### src/rtl/prio_rr_arbiter_if.sv
// prio_rr_arbiter_if: request/grant bundle between requesters and the arbiter
interface prio_rr_arbiter_if #(parameter int N = 8, parameter int W = 3);
  logic [N-1:0] req;
  logic         rr_mode;
  logic         gnt_ready;
  logic         gnt_valid;
  logic [W-1:0] gnt_idx;
  logic [N-1:0] gnt_onehot;
  modport master (output req, rr_mode, gnt_ready, input gnt_valid, gnt_idx, gnt_onehot);
  modport slave (input req, rr_mode, gnt_ready, output gnt_valid, gnt_idx, gnt_onehot);
endinterface

### src/rtl/prio_rr_arbiter.sv
// prio_rr_arbiter: fixed-priority / round-robin arbiter with registered valid/ready grant
module prio_rr_arbiter #(
  parameter int N = 8,
  parameter int W = 3
) (
  input logic clk,
  input logic rst,
  prio_rr_arbiter_if.slave bus
);
  typedef enum logic {IDLE, GRANT} state_t;
  state_t state;
  logic [W-1:0] rr_ptr, nxt_ptr, start, win, j;
  logic         found;
  logic [N-1:0] win_oh;
  assign nxt_ptr = bus.gnt_idx == '0 ? W'(N - 1) : bus.gnt_idx - W'(1);
  // on an accepting edge the new scan already starts from the post-accept pointer
  assign start  = !bus.rr_mode ? W'(N - 1) : state == GRANT ? nxt_ptr : rr_ptr;
  assign win_oh = N'(1) << win;
  always_comb begin
    found = 1'b0;
    win   = '0;
    j     = '0;
    for (int i = 0; i < N; i++) begin
      j = W'((int'(start) + N - i) % N);
      if (!found && bus.req[j]) begin
        found = 1'b1;
        win   = j;
      end
    end
  end
  always_ff @(posedge clk or posedge rst)
    if (rst) begin
      state          <= IDLE;
      rr_ptr         <= W'(N - 1);
      bus.gnt_valid  <= 1'b0;
      bus.gnt_idx    <= '0;
      bus.gnt_onehot <= '0;
    end else if (state == IDLE || bus.gnt_ready) begin
      if (state == GRANT) rr_ptr <= nxt_ptr;
      state          <= found ? GRANT : IDLE;
      bus.gnt_valid  <= found;
      bus.gnt_idx    <= found ? win : '0;
      bus.gnt_onehot <= found ? win_oh : '0;
    end
endmodule

### src/flat_wrapper.sv
// flat-port wrapper written by rule: the top's interface ports become plain ports
module prio_rr_arbiter_flat 
#(
  parameter int N = 8,
  parameter int W = 3
)
  (clk, rst, bus_req, bus_rr_mode, bus_gnt_ready, bus_gnt_valid, bus_gnt_idx, bus_gnt_onehot);
  prio_rr_arbiter_if #(.N(N), .W(W)) bus_i ();
  input logic clk;
  input logic rst;
  input wire logic [$bits(bus_i.req)-1:0] bus_req;
  input wire logic [$bits(bus_i.rr_mode)-1:0] bus_rr_mode;
  input wire logic [$bits(bus_i.gnt_ready)-1:0] bus_gnt_ready;
  output wire logic [$bits(bus_i.gnt_valid)-1:0] bus_gnt_valid;
  output wire logic [$bits(bus_i.gnt_idx)-1:0] bus_gnt_idx;
  output wire logic [$bits(bus_i.gnt_onehot)-1:0] bus_gnt_onehot;
  assign bus_i.req = bus_req;
  assign bus_i.rr_mode = bus_rr_mode;
  assign bus_i.gnt_ready = bus_gnt_ready;
  assign bus_gnt_valid = bus_i.gnt_valid;
  assign bus_gnt_idx = bus_i.gnt_idx;
  assign bus_gnt_onehot = bus_i.gnt_onehot;
  prio_rr_arbiter #(.N(N), .W(W)) u_core (.clk(clk), .rst(rst), .bus(bus_i));
endmodule
### config.mk
export PLATFORM = sky130hd
export DESIGN_NAME = prio_rr_arbiter_flat
export DESIGN_NICKNAME = d
export VERILOG_FILES = /design/src/rtl/prio_rr_arbiter_if.sv /design/src/rtl/prio_rr_arbiter.sv /design/src/flat_wrapper.sv
export SDC_FILE = /design/constraint.sdc
export NUM_CORES = 1
export LEC_CHECK = 0
export CAP_MARGIN = 10
export CORE_UTILIZATION = 40
export DETAILED_ROUTE_END_ITERATION = 10
export GPL_TIMING_DRIVEN = 0
export MAX_ROUTING_LAYER = met4
export PLACE_DENSITY = 0.69
export SYNTH_ARGS = -nofsm -noshare
export SYNTH_HDL_FRONTEND = slang
export SYNTH_SLANG_ARGS = --single-unit
### constraint.sdc
create_clock -name clk -period 6.4 [get_ports clk]
set_input_delay 0.96 -clock clk [delete_from_list [all_inputs] [get_ports clk]]
set_output_delay 0.96 -clock clk [all_outputs]
set_load 0.05 [all_outputs]
==> results.txt, run 1 <==
The run finished with clean final reports. The final count of hold timing violations came out at 0. The tree is rooted in a sky130_fd_sc_hd__clkbuf_8.

The floorplan die height came out at about 70 um. The most used flip-flop cell after synthesis is sky130_fd_sc_hd__dfrtp_1. The storage element area came out at 379 um^2. In this run the worst path has a maximum fanout of 10. The routed wire length came out at roughly 4900 um. The number of antenna violations at the first check in global routing is 0. Data on the critical path arrives at its endpoint at a little under 5 ns.

The routed via count is about 1800. The number of distinct library cells after synthesis is 61. Clock-pin slew was measured on the worst setup and hold paths at 0.06 ns. The gate count after technology mapping came out at between 200 and 250. The remaining routing DRC violations is 0. The top cell types in the final layout, fill and taps aside, are sky130_fd_sc_hd__clkdlybuf4s50_1 (22), sky130_fd_sc_hd__nand2_1 (21), sky130_fd_sc_hd__mux2i_1 (17), sky130_fd_sc_hd__nor2_1 (17), sky130_fd_sc_hd__dfrtp_1 (12).

The final critical-path setup slack is 1.59 ns. Clock tree synthesis found a total of 15 sinks. The effective utilization at floorplan is about two fifths.

STA classifies the critical path startpoint as a flip-flop. The global-route usage over all layers came out at 21.2%. The final layout contains 250 nets.

The repair_antennas step left the layout with diodes totalling 0. The multi-input combinational cells in the finished layout cover a total of ~1400 um^2. For this run, asynchronously set or reset flops after synthesis account for between 90% and 100%. For the pin with the worst max-slew slack, the measured transition is roughly 0.6 ns. The number of max-cap violations is 0.

The post-cts gate resize count came out at 0. The synthesis warning total is 0. For the final routed database, the setup TNS stands at 0 ns. Setup repair after global routing left no endpoint under its margin. The required time of the worst setup path is between 6 and 7 ns. Global routing finished with a remaining overflow of 0.

The internal reg-to-reg setup slack came out at ~1.6 ns. sky130_fd_sc_hd__dfrtp_1 takes more of the synthesized area than any other cell. The layout filler cell count is approximately 410. The number of I/O port buffers came out at 22. The largest clock skew in the final design came out at 0.00147 ns. The floorplan die width came out at between 60 and 70 um.

The startpoint-to-endpoint class of the critical path is flip-flop to flip-flop. The post-cts hold buffer count came out at 0. The count of nets left with antenna violations once routing finished came out at 0. The number of optimization iterations in the first detailed-route pass came out at 4. Buffers inserted during clock tree synthesis total 3.

The detail-routed via count per cell is between 6 and 7. The mapped cell area is roughly 1800 um^2. The relative slew slack came out at about 60%. The first global-routing pass estimated between 8000 and 9000 um of wire. The count of endpoints failing setup in the final report is 0. The final critical delay including setup and external delays is between 4 and 5 ns. The area enclosed by the die boundary came out at a little under 5000 um^2. The number of top-level pins came out at 24. The CTS tree is done. The number of flops mapped to enable cells by yosys is 0.

The share of synthesized area in the top cell type comes to around 16%. The via count of the first global-routing pass came out at 1700. The mean post-synth cell area came out at slightly below 9 um^2. The H-tree depth came out at 1. The number of max-slew violations in the final report is 0. The element type at the critical path end is a flip-flop. The area growth from synthesis to layout is 18.0%.

The share of the clock period used by the worst path is approximately three quarters. When the netlist entered floorplanning its net count stood at roughly 220. The initialized floorplan defines 24 standard-cell rows. For the worst-skew pair, the clock arrives at the later sink with an insertion delay of approximately 0.25 ns.

The maximum buffer depth of the clock tree came out at 2. Yosys attributes the largest share of cell area to sky130_fd_sc_hd__dfrtp_1 (16%), sky130_fd_sc_hd__mux2i_1 (9.3%), sky130_fd_sc_hd__mux4_2 (6.1%). The average wire length per cell after detail routing is around 17 um.

The number of buffers added for setup after CTS is 0. The share of the Yosys chip area taken by registers is 20.7%. Routability-driven placement finished with a final weighted congestion of about 0.91.

The worst hold path belongs to the class flip-flop to flip-flop. The achievable clock frequency came out at a little over 0.2 GHz. The area of the placeable core is 4380 um^2.

The largest net degree at the start of global routing came out at 16. The library cell used most frequently in the layout, excluding fill and tap cells, is sky130_fd_sc_hd__clkdlybuf4s50_1. Detailed placement finished with a half-perimeter wire length of around 3600 um. The synthesized flop and latch total came out at 15. The placement-stage worst setup slack is about 1.5 ns. The number of DRC markers in iteration 0 is approximately 120. Of the cells placed in the final design, the portion with a size suffix greater than 1 is 14.6%.
## metrics by stage
step / instances / hold WS, ns / util (%) / area [um^2]
after floorplan: 207 / 0.495 / - / 1830
after global placement: 281 / 0.473 / 48.3 / 2120
after detailed placement: 281 / 0.472 / 48.3 / 2120
after CTS: 285 / 0.489 / 49.4 / 2160
after global routing: 285 / 0.514 / 49.4 / 2160
final: 285 / 0.488 / 49.4 / 2160
## layout make-up
| cell class | count | share of cell area [%] |
|---|---|---|
| multi-input cells | 173 | 62.9 |
| flip-flops and latches | 15 | 17.5 |
| clock buffers | 4 | 2.08 |
| repair buffers | 22 | 10.2 |
| plain buffers | 9 | 2.43 |
| inverters | 10 | 1.85 |
| well taps | 52 | 3.01 |
## final timing paths
path                                                from                       end  depth (start not counted)
worst min register to register  u_core.bus.gnt_onehot[6]  u_core.bus.gnt_onehot[6]                          2
worst min-delay path            u_core.bus.gnt_onehot[6]  u_core.bus.gnt_onehot[6]                          2
worst max-delay path               u_core.bus.gnt_idx[0]  u_core.bus.gnt_onehot[3]                         16
max in group asynchronous                            rst  u_core.bus.gnt_onehot[1]                          2
worst max register to register     u_core.bus.gnt_idx[0]  u_core.bus.gnt_onehot[3]                         16
min in group asynchronous                            rst     u_core.bus.gnt_idx[2]                          2
## registers in the layout, indices dropped and copies added, names as in the netlist
name,count
u_core.bus.gnt_idx,3
u_core.rr_ptr,3
u_core.state,1
u_core.bus.gnt_onehot,8
## per-layer routing
| metal | GRT usage [%] | part of all wire (%) | up-vias |
|---|---|---|---|
| met4 | 8.00 | 2.0 | 0 |
| met3 | 1.45 | 5.3 | 13 |
| met1 | 28.2 | 47 | 874 |
| li1 | - | - | 833 |
| met2 | 33.9 | 46 | 66 |
| met5 | - | 0 | - |
## logic make-up after synthesis
family                   share of synthesized area, %
flip-flops                                       20.7
AND/OR/NAND/NOR                                  25.2
multiplexers                                     18.7
XOR/XNOR                                         3.89
adder cells (fa/ha/maj)                          2.73
buffers and inverters                            5.05
AO/OA/AOI/OAI                                    23.7
## synthesized netlist by cell type, drive strengths merged (4+ instances only)
master and count:
o21ai 9, ha 4, nand3 13, inv 10
a21oi 6, clkbuf 6, nor2 18, and2 4
mux2i 17, a32o 6, mux2 5, o31ai 4
nor2b 4, nor3 4, nand2b 9, dfrtp 12
nand2 21, xor2 5, mux4 5
## worst max-delay path: stages, from the launching register on
cell,delay (ns)
sky130_fd_sc_hd__dfrtp_1,0.40
sky130_fd_sc_hd__inv_1,0.07
sky130_fd_sc_hd__ha_1,0.19
sky130_fd_sc_hd__ha_1,0.17
sky130_fd_sc_hd__and2b_1,0.26
sky130_fd_sc_hd__a22o_4,0.19
sky130_fd_sc_hd__clkbuf_1,0.38
sky130_fd_sc_hd__clkbuf_1,0.52
sky130_fd_sc_hd__ha_1,0.31
sky130_fd_sc_hd__xor2_1,0.34
sky130_fd_sc_hd__mux4_2,0.56
sky130_fd_sc_hd__nand2_1,0.12
sky130_fd_sc_hd__o21a_1,0.23
sky130_fd_sc_hd__nor4b_2,0.33
sky130_fd_sc_hd__a2111oi_4,0.10
sky130_fd_sc_hd__o22a_1,0.26
sky130_fd_sc_hd__a32o_1,0.27
Power of run 1 is left out: the tool's default activity adds up to more than one toggle a clock period on the data nets, which glitch-free logic cannot reach.
==> run 2: changes to the inputs <==
==> constraint.sdc (replaced) <==
create_clock -name clk -period 4.9 [get_ports clk]
set_input_delay 0.735 -clock clk [delete_from_list [all_inputs] [get_ports clk]]
set_output_delay 0.735 -clock clk [all_outputs]
set_load 0.05 [all_outputs]
==> run 2 against run 1 <==
Utilization down 0.057 points. Flip-flop and latch count unchanged. Critical path depth increased by 1. Highest routed layer unchanged. Register-to-register slack got worse by 1.1 ns. Worst hold slack about the same. Die area stayed put. Design area fell by 0.12%. Largest cell class unchanged. Critical path type unchanged. Via count shrank 1.7%. Critical endpoint unchanged.
==> results.txt, run 2 (synthesis results as in run 1) <==
The total clock sinks came out at 15. After detailed routing, the met2 layer carries roughly 2200 um of wire. The total CTS buffers came out at 3. For this run, the top clock speed supported by timing is about 0.23 GHz. Summing over every cut layer, the via total after detailed routing is about 1800. The class of the most critical hold timing path is flip-flop to flip-flop. After the last flow step, the layout net total stands at 249. The number of I/O port buffers came out at 22.

The relative slew slack is 62.0%. The final count of hold timing violations is 0. For this run, the total global-route usage over all layers was measured as a little over a fifth. The wire length on met3 came out at roughly 300 um. In the final layout, the registers with the most flip-flops are u_core.bus.gnt_onehot (8), u_core.bus.gnt_idx (3), u_core.rr_ptr (3).

The share of the clock period used by the worst path came out at roughly nine tenths. The row count came out at 24. The average wire length per cell after detail routing came out at approximately 17 um. The fraction of final layout cells sized beyond drive strength 1 is roughly 15%.

The count of nets left with antenna violations once routing finished came out at 0. For the worst flop-to-flop path, the logic depth is 17. The floorplan die width came out at approximately 70 um.

The number of antenna violations at the first check in global routing is 0. The number of max-slew violations in the final report is 0. The largest fanout of any net on the critical path is 15. The number of optimization iterations in the first detailed-route pass is 4. The total congestion overflow after global routing came out at 0. STA classifies the critical path startpoint as a flip-flop.

The maximum buffer depth of the clock tree is 2. The worst hold path endpoint is u_core.bus.gnt_onehot[6]. The effective utilization at floorplan came out at 41.8%. For the worst setup path, the data required time is approximately 5.1 ns.

The endpoint of the most critical register-to-register path is u_core.bus.gnt_onehot[3]. For flop-to-flop paths, the worst setup slack is roughly 0.47 ns. Using the TritonRoute via totals, the vias-per-cell ratio works out to slightly above 6.

The largest clock skew in the final design is 0.00174 ns. The HPWL reported at the end of detailed placement came out at approximately 3600 um. STA puts the critical path data arrival time at approximately 4.6 ns. The launch instance of the worst register-to-register path is u_core.bus.gnt_idx[0]. 0 antenna diodes ended up in the layout. The via count of the first global-routing pass came out at 1700. Across the run, the number of max-cap violations was 0. For the worst-skew pair, the clock arrives at the later sink with an insertion delay of 0.25 ns. The worst path in the final design needs a cycle of about 4.4 ns, including I/O delays and setup. The first routing iteration left about 130 violations.

Leaving out fill and tap cells, the most frequent cell in the layout is sky130_fd_sc_hd__clkdlybuf4s50_1. The final sum of negative setup slack is 0 ns. In the layout the commonest cells are sky130_fd_sc_hd__clkdlybuf4s50_1 (22), sky130_fd_sc_hd__nand2_1 (21), sky130_fd_sc_hd__mux2i_1 (17), sky130_fd_sc_hd__nor2_1 (17), sky130_fd_sc_hd__dfrtp_1 (12). Setup repair after global routing left no endpoint under its margin. Wires add up to between 4000 and 5000 um. Summing all non-filler instances in the final layout gives an area of roughly 2200 um^2.

The top routing layer in use is met4. The number of flip-flops in the largest register is 8. TritonCTS built the clock tree. The largest register by flop count is u_core.bus.gnt_onehot. The instance count along the most critical hold path is 2. In this run the most critical hold path is launched from u_core.bus.gnt_onehot[6]. The met1 wire length came out at approximately 2300 um. The worst hold-check slack came out at roughly 0.5 ns.

Setup violations remaining at the end of the flow were counted as 0. The root buffer cell chosen for the clock tree is sky130_fd_sc_hd__clkbuf_8. The area added between synthesis and finish is 17.9%.

The worst setup path is captured at a flip-flop. The number of top-level pins is 24. The first global-routing pass estimated slightly above 8000 um of wire. The area of the placeable core came out at ~4400 um^2. Routability-driven placement finished with a final weighted congestion of around 0.91. The largest net degree at the start of global routing is 16.

The run finished with clean final reports. The post-layout utilization of the core came out at a little under 50%. Clock-pin slew was measured on the worst setup and hold paths at approximately 0.060 ns. The floorplan step defined a die boundary enclosing between 4000 and 5000 um^2. The actual slew at the worst max-slew pin came out at 0.569 ns. The floorplan die height came out at 69.7 um. In this run the number of H-tree levels came out at 1. The remaining routing DRC violations is 0. The critical path is of the flip-flop to flip-flop type. The placement-stage cell area came out at around 2100 um^2.
## run 2: how the worst max path moves through the flow
stage                                from                  endpoint  slack, ns  cells past startpoint
global placement    u_core.bus.gnt_idx[0]  u_core.bus.gnt_onehot[2]       0.18                     16
detailed placement  u_core.bus.gnt_idx[0]  u_core.bus.gnt_onehot[3]       0.17                     16
global route        u_core.bus.gnt_idx[0]  u_core.bus.gnt_onehot[3]       0.10                     17
CTS                 u_core.bus.gnt_idx[0]  u_core.bus.gnt_onehot[3]       0.14                     16
floorplan           u_core.bus.gnt_idx[0]  u_core.bus.gnt_onehot[2]       0.50                     16
finish              u_core.bus.gnt_idx[0]  u_core.bus.gnt_onehot[3]       0.47                     17
## run 2: worst max-delay path, cell delays in order (launching register included)
cell and delay, ns:
sky130_fd_sc_hd__dfrtp_1 0.42, sky130_fd_sc_hd__inv_1 0.08, sky130_fd_sc_hd__ha_1 0.14, sky130_fd_sc_hd__ha_1 0.13, sky130_fd_sc_hd__and2b_1 0.22, sky130_fd_sc_hd__a22o_4 0.30, sky130_fd_sc_hd__inv_1 0.16, sky130_fd_sc_hd__clkbuf_1 0.43
sky130_fd_sc_hd__ha_1 0.39, sky130_fd_sc_hd__inv_1 0.12, sky130_fd_sc_hd__mux4_2 0.36, sky130_fd_sc_hd__mux2i_1 0.19, sky130_fd_sc_hd__o2111ai_2 0.20, sky130_fd_sc_hd__nand2b_4 0.21, sky130_fd_sc_hd__nor3_1 0.27, sky130_fd_sc_hd__nor4_1 0.12
sky130_fd_sc_hd__a41oi_1 0.38, sky130_fd_sc_hd__a32o_1 0.23
## run 2: area by class of cell
type | instances | area [um^2]
Fill cell | 413 | 2220
Multi-Input combinational cell | 173 | 1360
Inverter | 10 | 40.0
Tap cell | 52 | 65.1
Clock buffer | 4 | 45.0
Sequential cell | 15 | 379
Buffer | 8 | 50.0
Timing Repair Buffer | 22 | 220
## run 2: per-stage QoR
stage                     worst slack, ns  std cells
after detailed placement            0.171        281
after floorplan                     0.498        207
after global routing                0.103        284
after CTS                           0.141        285
after global placement              0.177        281
final                               0.468        284
## run 2: layer usage
| layer | GRT usage [%] | vias to the layer above |
|---|---|---|
| li1 | - | 832 |
| met1 | 28.2 | 847 |
| met2 | 33.9 | 70 |
| met3 | 1.45 | 7 |
| met4 | 8.00 | 0 |
| met5 | - | - |
## run 2: what timing repair did
action	CTS	global route
hold buffers	0	0
resized for setup	0	2
buffers inserted	0	0
endpoints found under the setup margin	0	10
Power of run 2 is left out for the same reason.
==> run 3: changes to the inputs <==
--- a/config.mk
+++ b/config.mk
@@ -8,9 +8,11 @@
 export CAP_MARGIN = 10
 export CORE_UTILIZATION = 40
 export DETAILED_ROUTE_END_ITERATION = 10
+export DONT_BUFFER_PORTS = 1
 export GPL_TIMING_DRIVEN = 0
+export HOLD_SLACK_MARGIN = 0.12
 export MAX_ROUTING_LAYER = met4
-export PLACE_DENSITY = 0.69
+export PLACE_DENSITY_LB_ADDON = 0.12
 export SYNTH_ARGS = -nofsm -noshare
 export SYNTH_HDL_FRONTEND = slang
 export SYNTH_SLANG_ARGS = --single-unit
==> run 3 against run 2 <==
Critical path depth stayed put. Global-route usage increased by 0.45 points. Sequential share of layout area increased by 2.1 points. Register-to-register slack worse by 0.09 ns. Worst setup slack got worse by 0.088 ns. Utilization decreased by 5.0 points. Worst hold slack worse by 0.066 ns. Clock skew grew 0.0010 ns. Final cell count shrank 7.7%. Via count decreased by 3.8%. Maximum frequency fell by 1.9%. Flip-flop and latch count stayed put. Critical path type unchanged.
==> results.txt, run 3 (synthesis results as in run 1) <==
The run finished with clean final reports. The number of I/O port buffers is 0. In the final design database the tool counted ~230 nets. Summed over all layers, the global routing overflow is 0. In this run the critical register-to-register path is captured at u_core.bus.gnt_onehot[4]. The total CTS buffers is 3. The area added between synthesis and finish is 6.00%. The final critical delay including setup and external delays is between 4 and 5 ns. The largest register by flop count is u_core.bus.gnt_onehot. The number of flip-flops in the largest register came out at 8. The share of the clock period used by the worst path came out at 92.2%. The relative slew slack came out at around 60%. The met1 wire length is 2070 um. The clock transition at the registers of the reported paths came out at roughly 0.060 ns.

The worst register-to-register path begins at u_core.bus.gnt_idx[0]. The number of max-cap violations is 0. Of the cells placed in the final design, the portion with a size suffix greater than 1 is between 10% and 20%.

Static timing analysis puts the maximum clock frequency at between 0.2 and 0.25 GHz. In this run the standard cell core region covers roughly 4400 um^2. The wire length of the first global-routing pass came out at a little over 8000 um. The worst register-to-register path has a setup slack of roughly 0.38 ns. The first detailed-routing pass ran for 4 iterations. The placement-stage cell area came out at between 1500 and 2000 um^2.

The detail-routed via count per cell came out at 6.45. The most common cell after layout, fill and taps aside is sky130_fd_sc_hd__nand2_1. The placer's final routability congestion estimate is 0.877. The final count of hold timing violations came out at 0. OpenSTA, run right after detailed placement, puts the worst setup slack at -0.103 ns.

The largest registers in the layout are u_core.bus.gnt_onehot (8), u_core.bus.gnt_idx (3), u_core.rr_ptr (3). The number of top-level pins is 24. In the layout the commonest cells are sky130_fd_sc_hd__nand2_1 (21), sky130_fd_sc_hd__mux2i_1 (17), sky130_fd_sc_hd__nor2_1 (17), sky130_fd_sc_hd__nand3_1 (11), sky130_fd_sc_hd__dfrtp_1 (10). The length in cells of the worst reg-to-reg path is 17. Once the floorplan was initialized, standard cells occupied roughly two fifths of the core. The type of origin of the critical path is a flip-flop.

The number of max-slew violations in the final report was 0. Summed over all nets, wire length on met2 after detailed routing comes to 2380 um. The die is 69.7 um wide. The count of endpoints failing setup in the final report came out at 0. The final instance count without filler cells came out at 262. The remaining routing DRC violations came out at 0. The maximum buffer depth of the clock tree is 2.

The floorplan die height came out at around 70 um. The signal arrival time at the worst endpoint came out at around 4.6 ns. The H-tree depth came out at 1. The die covers around 4900 um^2. In this run the worst path has a maximum fanout of 15. The number of instances in the placed design is approximately 260.

The wire length on met3 came out at between 300 and 400 um. The HPWL reported at the end of detailed placement is roughly 3800 um. Row generation in the floorplan step produced 24 rows. In this run the remaining antenna-violating nets after routing total 0. The post-route standard cell area excluding fillers came out at approximately 1900 um^2.

The actual slew at the worst max-slew pin is 0.585 ns. The largest net degree at the start of global routing came out at 16. Signal routing reaches up to met4. The via count of the first global-routing pass came out at roughly 1700. Dividing the detail-routed wire length by the instance count gives around 18 um. The worst setup path is of the flip-flop to flip-flop kind.

The final critical-path setup slack is 0.380 ns. The source-to-sink clock delay at the later pin of the worst-skew pair came out at between 0.2 and 0.25 ns. The worst setup path is captured at a flip-flop. The number of DRC markers in iteration 0 is between 150 and 200. The largest clock skew in the final design is 0.00274 ns. Cells fill 44.3% of the core in the end. The repair_antennas step left the layout with diodes totalling 0.

The routed wire length came out at 4840 um. In this run, post-CTS hold repair placed 0 buffers. The required time of the worst setup path is about 5.0 ns. Setup repair after global routing left no endpoint under its margin.

The total clock sinks came out at 15. In this run the worst hold path is classified as primary input to async pin. TritonCTS built the clock tree.

The global-route usage over all layers is 21.6%. The routed via count is around 1700. CTS placed an instance of sky130_fd_sc_hd__clkbuf_8 at the clock tree root. The number of antenna violations at the first check in global routing came out at 0.
## run 3: cell types whose count changed in the layout (fill, tap and decap cells not counted), sizes merged
cell / previous run / this run
clkdlybuf4s50: 22 / 0
## run 3: layer usage
layer	vias up	GRT usage [%]
li1	786	-
met1	837	27.3
met2	61	36.8
met3	6	2.91
met4	0	5.11
met5	-	-
## run 3: cell type report
type / instances / area, um^2
plain buffers: 8 / 50.0
multi-input cells: 173 / 1360
fillers: 433 / 2440
clock buffers: 4 / 45.0
well taps: 52 / 65.1
inverters: 10 / 40.0
flip-flops and latches: 15 / 382
## run 3: what timing repair did
| item | 4_1_cts | 5_1_grt |
|---|---|---|
| endpoints found under the setup margin | 9 | 10 |
| pin swaps | 0 | 0 |
| resized for setup | 1 | 2 |
| buffers inserted | 0 | 0 |
| gates cloned | 0 | 0 |
## run 3: worst max-delay path: stages, from the launching register on
cell,delay [ns]
sky130_fd_sc_hd__dfrtp_2,0.53
sky130_fd_sc_hd__inv_1,0.10
sky130_fd_sc_hd__ha_1,0.14
sky130_fd_sc_hd__ha_1,0.12
sky130_fd_sc_hd__and2b_1,0.22
sky130_fd_sc_hd__a22o_4,0.30
sky130_fd_sc_hd__inv_1,0.15
sky130_fd_sc_hd__clkbuf_1,0.43
sky130_fd_sc_hd__ha_1,0.40
sky130_fd_sc_hd__inv_1,0.13
sky130_fd_sc_hd__mux4_2,0.36
sky130_fd_sc_hd__mux2i_1,0.19
sky130_fd_sc_hd__o2111ai_2,0.19
sky130_fd_sc_hd__nand2b_4,0.21
sky130_fd_sc_hd__nor3_1,0.26
sky130_fd_sc_hd__nor4_1,0.11
sky130_fd_sc_hd__a41oi_1,0.38
sky130_fd_sc_hd__o31ai_1,0.16
## run 3: per-stage QoR
| step | hold slack [ns] | setup TNS, ns |
|---|---|---|
| 2_1_floorplan | 0.495 | 0 |
| 3_3_place_gp | 0.514 | -0.908 |
| 3_5_place_dp | 0.515 | -0.435 |
| 4_1_cts | 0.443 | 0 |
| 5_1_grt | 0.476 | 0 |
| 6_report | 0.422 | 0 |
## run 3: worst max path at each step
stage,startpoint,endpoint
after detailed placement,u_core.bus.gnt_idx[0],u_core.bus.gnt_onehot[3]
after global routing,u_core.bus.gnt_idx[0],u_core.bus.gnt_onehot[4]
after CTS,u_core.bus.gnt_idx[0],u_core.bus.gnt_onehot[4]
final,u_core.bus.gnt_idx[0],u_core.bus.gnt_onehot[4]
after global placement,u_core.bus.gnt_idx[0],u_core.bus.gnt_onehot[2]
after floorplan,u_core.bus.gnt_idx[0],u_core.bus.gnt_onehot[2]
Power of run 3 is left out for the same reason.
